===== config.mk =====
export PLATFORM = sky130hd
export DESIGN_NAME = multicycle_core
export DESIGN_NICKNAME = d
export VERILOG_FILES = /design/src/rtl/mc_pkg.sv /design/src/rtl/mc_regfile.sv /design/src/rtl/multicycle_core.sv
export SDC_FILE = /design/constraint.sdc
export NUM_CORES = 2
export LEC_CHECK = 0
export ABC_AREA = 1
export CAP_MARGIN = 20
export CORE_AREA = 4 4 439 441
export DETAILED_ROUTE_END_ITERATION = 10
export DIE_AREA = 0 0 443 445
export GPL_TIMING_DRIVEN = 0
export SLEW_MARGIN = 30
export SYNTH_ARGS = -nofsm -noshare
export SYNTH_HDL_FRONTEND = slang
export SYNTH_HIERARCHICAL = 1
export SYNTH_SLANG_ARGS = --single-unit
export TNS_END_PERCENT = 30

===== constraint.sdc =====
create_clock -name clk -period 4.1 [get_ports clk]
set_input_delay 0.41 -clock clk [delete_from_list [all_inputs] [get_ports clk]]
set_output_delay 0.41 -clock clk [all_outputs]
set_load 0.005 [all_outputs]

===== src/rtl/mc_pkg.sv =====
// mc_pkg: shared state, opcode and ALU definitions for the multi-cycle MIPS core
package mc_pkg;

    typedef enum logic [2:0] {
        FETCH,
        DECODE,
        EXEC,
        MEM,
        WB,
        HALT
    } state_e;

    localparam logic [5:0] OP_RTYPE = 6'h00;
    localparam logic [5:0] OP_LW    = 6'h23;
    localparam logic [5:0] OP_SW    = 6'h2B;
    localparam logic [5:0] OP_BEQ   = 6'h04;
    localparam logic [5:0] OP_J     = 6'h02;

    localparam logic [5:0] FN_ADD = 6'h20;
    localparam logic [5:0] FN_SUB = 6'h22;
    localparam logic [5:0] FN_AND = 6'h24;
    localparam logic [5:0] FN_OR  = 6'h25;
    localparam logic [5:0] FN_SLT = 6'h2A;

    // Anything outside the supported subset, including unknown R-type functs, halts the core.
    function automatic logic is_legal(input logic [5:0] op, input logic [5:0] fn);
        return (op == OP_RTYPE) ? (fn inside {FN_ADD, FN_SUB, FN_AND, FN_OR, FN_SLT})
                                : (op inside {OP_LW, OP_SW, OP_BEQ, OP_J});
    endfunction

    // 32-bit wrapping ALU; slt is a signed compare.
    function automatic logic [31:0] alu_op(input logic [5:0] fn, input logic [31:0] a, input logic [31:0] b);
        return (fn == FN_SUB) ? a - b :
               (fn == FN_AND) ? a & b :
               (fn == FN_OR)  ? a | b :
               (fn == FN_SLT) ? {31'b0, $signed(a) < $signed(b)} :
                                a + b;
    endfunction

endpackage


===== src/rtl/mc_regfile.sv =====
// mc_regfile: register file with two asynchronous read ports and one synchronous write port
module mc_regfile #(
    parameter int NUM_REGS = 32,
    parameter int RW       = $clog2(NUM_REGS)
) (
    input  logic          clk,
    input  logic          rst_n,
    input  logic [RW-1:0] ra1,
    input  logic [RW-1:0] ra2,
    output logic [31:0]   rd1,
    output logic [31:0]   rd2,
    input  logic          we,
    input  logic [RW-1:0] wa,
    input  logic [31:0]   wd
);

    logic [31:0] regs_q [NUM_REGS];
    logic [31:0] regs_d [NUM_REGS];

    // Writes to register 0 are dropped so it always reads as zero.
    always_comb begin
        regs_d = regs_q;
        if (we && wa != '0) regs_d[wa] = wd;
    end

    // Register storage, cleared by reset.
    always_ff @(posedge clk or negedge rst_n) begin
        if (!rst_n) regs_q <= '{default: '0};
        else        regs_q <= regs_d;
    end

    assign rd1 = regs_q[ra1];
    assign rd2 = regs_q[ra2];

endmodule


===== src/rtl/multicycle_core.sv =====
// multicycle_core: multi-cycle MIPS-subset core with a single req/ack memory port
module multicycle_core
    import mc_pkg::*;
#(
    parameter int                ADDR_W   = 32,
    parameter int                NUM_REGS = 32,
    parameter logic [ADDR_W-1:0] RESET_PC = '0
) (
    input  logic              clk,
    input  logic              rst_n,
    output logic              mem_req,
    output logic              mem_we,
    output logic [ADDR_W-1:0] mem_addr,
    output logic [31:0]       mem_wdata,
    input  logic [31:0]       mem_rdata,
    input  logic              mem_ack,
    output logic              halted,
    output logic [ADDR_W-1:0] pc_out
);

    localparam int RW = $clog2(NUM_REGS);

    state_e            state_q, state_d;
    logic [ADDR_W-1:0] pc_q, pc_d;
    logic [ADDR_W-1:0] tgt_q, tgt_d;
    logic [ADDR_W-1:0] mem_addr_q, mem_addr_d;
    logic [31:0]       ir_q, ir_d;
    logic [31:0]       a_q, a_d;
    logic [31:0]       b_q, b_d;
    logic [31:0]       alu_q, alu_d;
    logic [31:0]       mdr_q, mdr_d;
    logic [31:0]       mem_wdata_q, mem_wdata_d;
    logic              mem_req_q, mem_req_d;
    logic              mem_we_q, mem_we_d;

    logic              ack;
    logic [5:0]        op, fn;
    logic [31:0]       imm32, jump32, rd1, rd2, rf_wd;
    logic [ADDR_W-1:0] next_addr;
    logic [RW-1:0]     rf_wa;
    logic              rf_we;

    // An ack only counts while our own request is up; strays after reset are dropped.
    assign ack    = mem_ack && mem_req_q;
    assign op     = ir_q[31:26];
    assign fn     = ir_q[5:0];
    assign imm32  = {{16{ir_q[15]}}, ir_q[15:0]};
    assign jump32 = (32'(pc_q) & 32'hF000_0000) | {4'h0, ir_q[25:0], 2'b00};

    assign rf_we = state_q == WB;
    assign rf_wa = (op == OP_RTYPE) ? ir_q[11 +: RW] : ir_q[16 +: RW];
    assign rf_wd = (op == OP_RTYPE) ? alu_q : mdr_q;

    mc_regfile #(.NUM_REGS(NUM_REGS), .RW(RW)) u_regfile (
        .clk  (clk),
        .rst_n(rst_n),
        .ra1  (ir_q[21 +: RW]),
        .ra2  (ir_q[16 +: RW]),
        .rd1  (rd1),
        .rd2  (rd2),
        .we   (rf_we),
        .wa   (rf_wa),
        .wd   (rf_wd)
    );

    // State and datapath registers; reset abandons any outstanding transfer.
    always_ff @(posedge clk or negedge rst_n) begin
        if (!rst_n) begin
            state_q     <= FETCH;
            pc_q        <= RESET_PC;
            tgt_q       <= '0;
            ir_q        <= '0;
            a_q         <= '0;
            b_q         <= '0;
            alu_q       <= '0;
            mdr_q       <= '0;
            mem_req_q   <= 1'b0;
            mem_we_q    <= 1'b0;
            mem_addr_q  <= '0;
            mem_wdata_q <= '0;
        end else begin
            state_q     <= state_d;
            pc_q        <= pc_d;
            tgt_q       <= tgt_d;
            ir_q        <= ir_d;
            a_q         <= a_d;
            b_q         <= b_d;
            alu_q       <= alu_d;
            mdr_q       <= mdr_d;
            mem_req_q   <= mem_req_d;
            mem_we_q    <= mem_we_d;
            mem_addr_q  <= mem_addr_d;
            mem_wdata_q <= mem_wdata_d;
        end
    end

    // Next-state sequencing; HALT is terminal.
    always_comb begin
        state_d = state_q;
        case (state_q)
            FETCH:   state_d = ack ? DECODE : FETCH;
            DECODE:  state_d = is_legal(op, fn) ? EXEC : HALT;
            EXEC:    state_d = (op == OP_RTYPE) ? WB : (op == OP_LW || op == OP_SW) ? MEM : FETCH;
            MEM:     state_d = !ack ? MEM : (op == OP_SW) ? FETCH : WB;
            WB:      state_d = FETCH;
            default: state_d = HALT;
        endcase
    end

    // Datapath updates: IR/PC on fetch, operands and branch target on decode, ALU and jumps on exec.
    always_comb begin
        pc_d  = pc_q;
        tgt_d = tgt_q;
        ir_d  = ir_q;
        a_d   = a_q;
        b_d   = b_q;
        alu_d = alu_q;
        mdr_d = mdr_q;
        case (state_q)
            FETCH: begin
                ir_d = ack ? mem_rdata : ir_q;
                pc_d = ack ? pc_q + ADDR_W'(4) : pc_q;
            end
            DECODE: begin
                a_d   = rd1;
                b_d   = rd2;
                tgt_d = pc_q + ADDR_W'(imm32 << 2);
            end
            EXEC: begin
                alu_d = (op == OP_RTYPE) ? alu_op(fn, a_q, b_q) : a_q + imm32;
                pc_d  = (op == OP_BEQ && a_q == b_q) ? tgt_q :
                        (op == OP_J)                 ? jump32[ADDR_W-1:0] : pc_q;
            end
            MEM:     mdr_d = (ack && op == OP_LW) ? mem_rdata : mdr_q;
            default: ;
        endcase
    end

    // Memory port values are derived from the state being entered so they are registered and stable.
    always_comb begin
        next_addr   = (state_d == MEM) ? alu_d[ADDR_W-1:0] : pc_d;
        mem_req_d   = state_d == FETCH || state_d == MEM;
        mem_we_d    = state_d == MEM && op == OP_SW;
        mem_addr_d  = next_addr & ~ADDR_W'(3);
        mem_wdata_d = (state_d == MEM) ? b_q : '0;
    end

    assign mem_req   = mem_req_q;
    assign mem_we    = mem_we_q;
    assign mem_addr  = mem_addr_q;
    assign mem_wdata = mem_wdata_q;
    assign halted    = state_q == HALT;
    assign pc_out    = pc_q;

endmodule


==> results.md <==
* Status: complete, but fails checks
* Failing checks: negative setup slack
* H-tree levels at 4
* Seq/Total Area, Yosys at 40.6%
* DR WL/cell at 32.5 um
* CTS clk-pin slew, worst paths at 60 ps
* Synth Area in Simple Gates at 38.4%
* Nets at 12,600
* Multi-input gate area at 42,700 um^2
* Area share of the largest cell type after synthesis at 40.6%
* Clk_lat worst skew at 840 ps
* Via Count at 94,400
* Syn_area_per_cell at 6.71 um^2
* Most numerous cell in the Yosys netlist: nand2_1
* CP dominant cell by count: clkbuf_2
* Final Hold Fails at 0
* Maxcap violations at 0
* Sw Ratio at 23.5%
* IO Count at 134
* DP Wirelength at 378,000 um
* Post-Synthesis Cells at 12,100
* Clk network pwr share at 52.6%
* Post-Syn Area at 81,000 um^2
* Post-synth top area cell: dfrtp_1
* RSZ-0062 raised after global routing: true
* Tmin final at 4330 ps
* GRT Overall Usage at 48.2%
* Critical Path Slowest Stage Cell: nor2_2
* CTS buffer count at 159
* Critical path fanouts, max at 10
* Ys async rst share at 100%
* Setup slack, reg-to-reg at -230 ps
* CP required at 4770 ps
* Largest net degree at the start of global routing at 126
* DIE HEIGHT at 445 um
* Final period util at 106%
* Post-route DRC at 0
* Worst flop-to-flop path startpoint: ir_q[30]
* PwrDens at 305 nW/um^2
* P_leak at 44.5 nW
* Critical path endpoint category: flop
* Final setup viols at 250
* Slew HR at 20.9%
* Post-synthesis compound-gate area fraction at 11.0%
* Initial Util at 42.8%
* Grt ovf at 0
* Drt total wl at 491,000 um
* Pwr Total at 28.2 mW
* Register area at 32,900 um^2
* Vias in the first global route at 86,200
* Die Width at 443 um
* Ys Warns at 6
* HP Class: in -> async
* Commonest cells in the netlist: nand2_1, nand3_1, dfrtp_1, o21ai_0, clkbuf_1
* Num Clock Sinks at 1,315
* VDD IR max at 0.000330 V
* Worst Setup EP: u_regfile/regs_q[535]
* Clk buf depth at 3
* Xor and xnor area share after synthesis at 0.476%
* Main synth FF type: dfrtp_1
* Logic pwr share at 1.3%
* Root buffer cell: clkbuf_16
* Reg-to-reg critical path endpoint: u_regfile/regs_q[535]
* FP Rows at 160
* Post-Synth Adder-Cell Area at 2.56%
* Max Freq at 231 MHz
* # fillers at 19,600
* DR iter-0 viols at 15,900
* Critical Path Source: ir_q[30]
* Seq pwr share at 46.1%
* Pre-antenna DRT Iters at 9
* Number of flops mapped to enable cells by yosys at 0
* Switch Pwr at 6.61 mW
* Tightest Pin Transition at 1190 ps
* GPL Wtd Cong at 1.11
* R2R depth at 10
* Vias per Instance at 6.26
* Yosys cell types at 63
* Core area at 189,000 um^2
* Initial antenna violation count at 69
* Antenna-violating nets left at 0
* P&R area growth vs syn at 14.0%
* Crit path arrival time at 5000 ps
* Clock Skew at 35.1 ps
* Area contributors post-synth: dfrtp_1, nand2_1, nand3_1
* Yosys reg bits at 1,315
* CTS tree: done
* Hold Worst Slack at 157 ps
* Int Power at 21.6 mW
* PnR worst setup slack at -231 ps
* Largest family of logic cells by synthesized area: simple AND/OR/NAND/NOR gates
* DIE AREA at 197,000 um^2
* Critical-path cell list: nor2_1 -> nand3_2 -> clkbuf_4 -> clkbuf_2 -> o21ai_2 -> buf_2 -> nand4_1 -> nor2_2 -> clkbuf_2 -> a21oi_1
* IO buf count at 131
* Layout cell share with drive strength beyond 1 at 6.74%
* Worst path max stage delay at 730 ps
* Global-route wire length before repair at 671,000 um
* Startpoint type of the worst setup path: flop
* Mux contribution to synthesized area at 0.0124%
* Final slew viol count at 0
* Setup CP Type: reg -> reg
placed cells by master, fill, tap and decap left out, types with 16 or more instances in the layout:
master / instances
nand2_1: 5002
nand3_1: 1738
dfrtp_1: 1314
o21ai_0: 892
clkbuf_1: 552
nor2_1: 546
inv_1: 451
a21oi_1: 451
clkbuf_16: 161
ha_1: 159
clkbuf_2: 145
clkdlybuf4s50_1: 130
o21ai_1: 127
buf_2: 113
buf_1: 59
o211ai_2: 58
diode_2: 57
clkinv_2: 42
inv_2: 38
nand4_1: 34
nor3_1: 32
clkbuf_8: 29
nor2_4: 28
xor2_1: 28
buf_16: 28
buf_4: 22
nand3_2: 20
clkinv_1: 20
nor2_2: 18
o211ai_1: 18
o21bai_1: 18
xnor2_1: 16
buf_6: 16
worst min path at each step:
stage | start | slack (ps) | end
after floorplan | rst_n | 110 | a_q[0]
after global routing | rst_n | 190 | tgt_q[9]
after CTS | rst_n | 160 | tgt_q[9]
final | rst_n | 160 | tgt_q[9]
after detailed placement | rst_n | 370 | tgt_q[7]
after global placement | u_regfile/regs_q[1021] | 460 | u_regfile/regs_q[1021]
logic make-up after synthesis:
family | count (synthesis)
AOI/OAI and AO/OA | 1640
xor gates and xnor gates | 44
adders and majority gates | 163
buffers and inverters | 1400
DFF | 1315
muxes | 1
other | 1
and+or+nand+nor | 7501
flip-flops by register name (all words and copies together) (netlist names):
name / flops
u_regfile/regs_q: 1024
a_q: 32
alu_q: 32
b_q: 32
ir_q: 32
mdr_q: 32
mem_wdata: 32
pc_out: 32
tgt_q: 32
mem_addr: 30
state_q: 3
mem_req: 1
mem_we: 1
stage by stage:
step	utilization, %	cell area, um^2	TNS [ps]	setup WS [ps]	cells
floorplan	-	81000	0	1020	12100
global placement	45.2	85400	-	-59240	14700
detailed placement	45.7	86500	-720920	-1190	14700
CTS	48.6	92000	-371	-28.1	15000
global route	48.7	92100	-4860	-109	15000
finish	48.8	92300	-18590	-231	15100
critical path: cells and delay by family, from the launching register on:
family,cells,cell delay (ps)
simple gates,4,1690
flops,1,410
compound gates,2,570
buf+inv,4,1470
power by group through the flow:
| stage | registers [mW] | clock network, mW | logic [mW] |
|---|---|---|---|
| 3_5_place_dp | 13.2 | 0 | 0.374 |
| 3_3_place_gp | 13.3 | 0 | 0.254 |
| 5_1_grt | 13.0 | 15.4 | 0.415 |
| 4_1_cts | 13.0 | 14.8 | 0.376 |
| 6_report | 13.0 | 14.8 | 0.364 |
| 2_1_floorplan | 13.2 | 0 | 0.00944 |
layout make-up:
| cell class | instances | area share [%] |
|---|---|---|
| Inverter | 520 | 2.13 |
| Multi-Input combinational cell | 9351 | 46.3 |
| Clock inverter | 72 | 0.879 |
| Tap cell | 2511 | 3.40 |
| Antenna cell | 57 | 0.155 |
| Sequential cell | 1315 | 35.7 |
| Timing Repair Buffer | 176 | 2.46 |
| Clock buffer | 215 | 4.90 |
| Buffer | 879 | 4.13 |
timing repair:
action	CTS	global route
pin swaps	0	2
hold buffers	1	0
hold endpoints to repair	138	0
resized for setup	65	49
endpoints found under the setup margin	992	699
buffers inserted	0	3
metal layers:
metal,up-vias,wire length [um],global-route usage [%]
li1,39800,-,-
met1,45000,173000,57.3
met2,7545,200000,69.1
met3,2116,65600,16.9
met4,22,53000,42.2
met5,-,181,0
No activity file was read; power rests on OpenSTA's default activity.
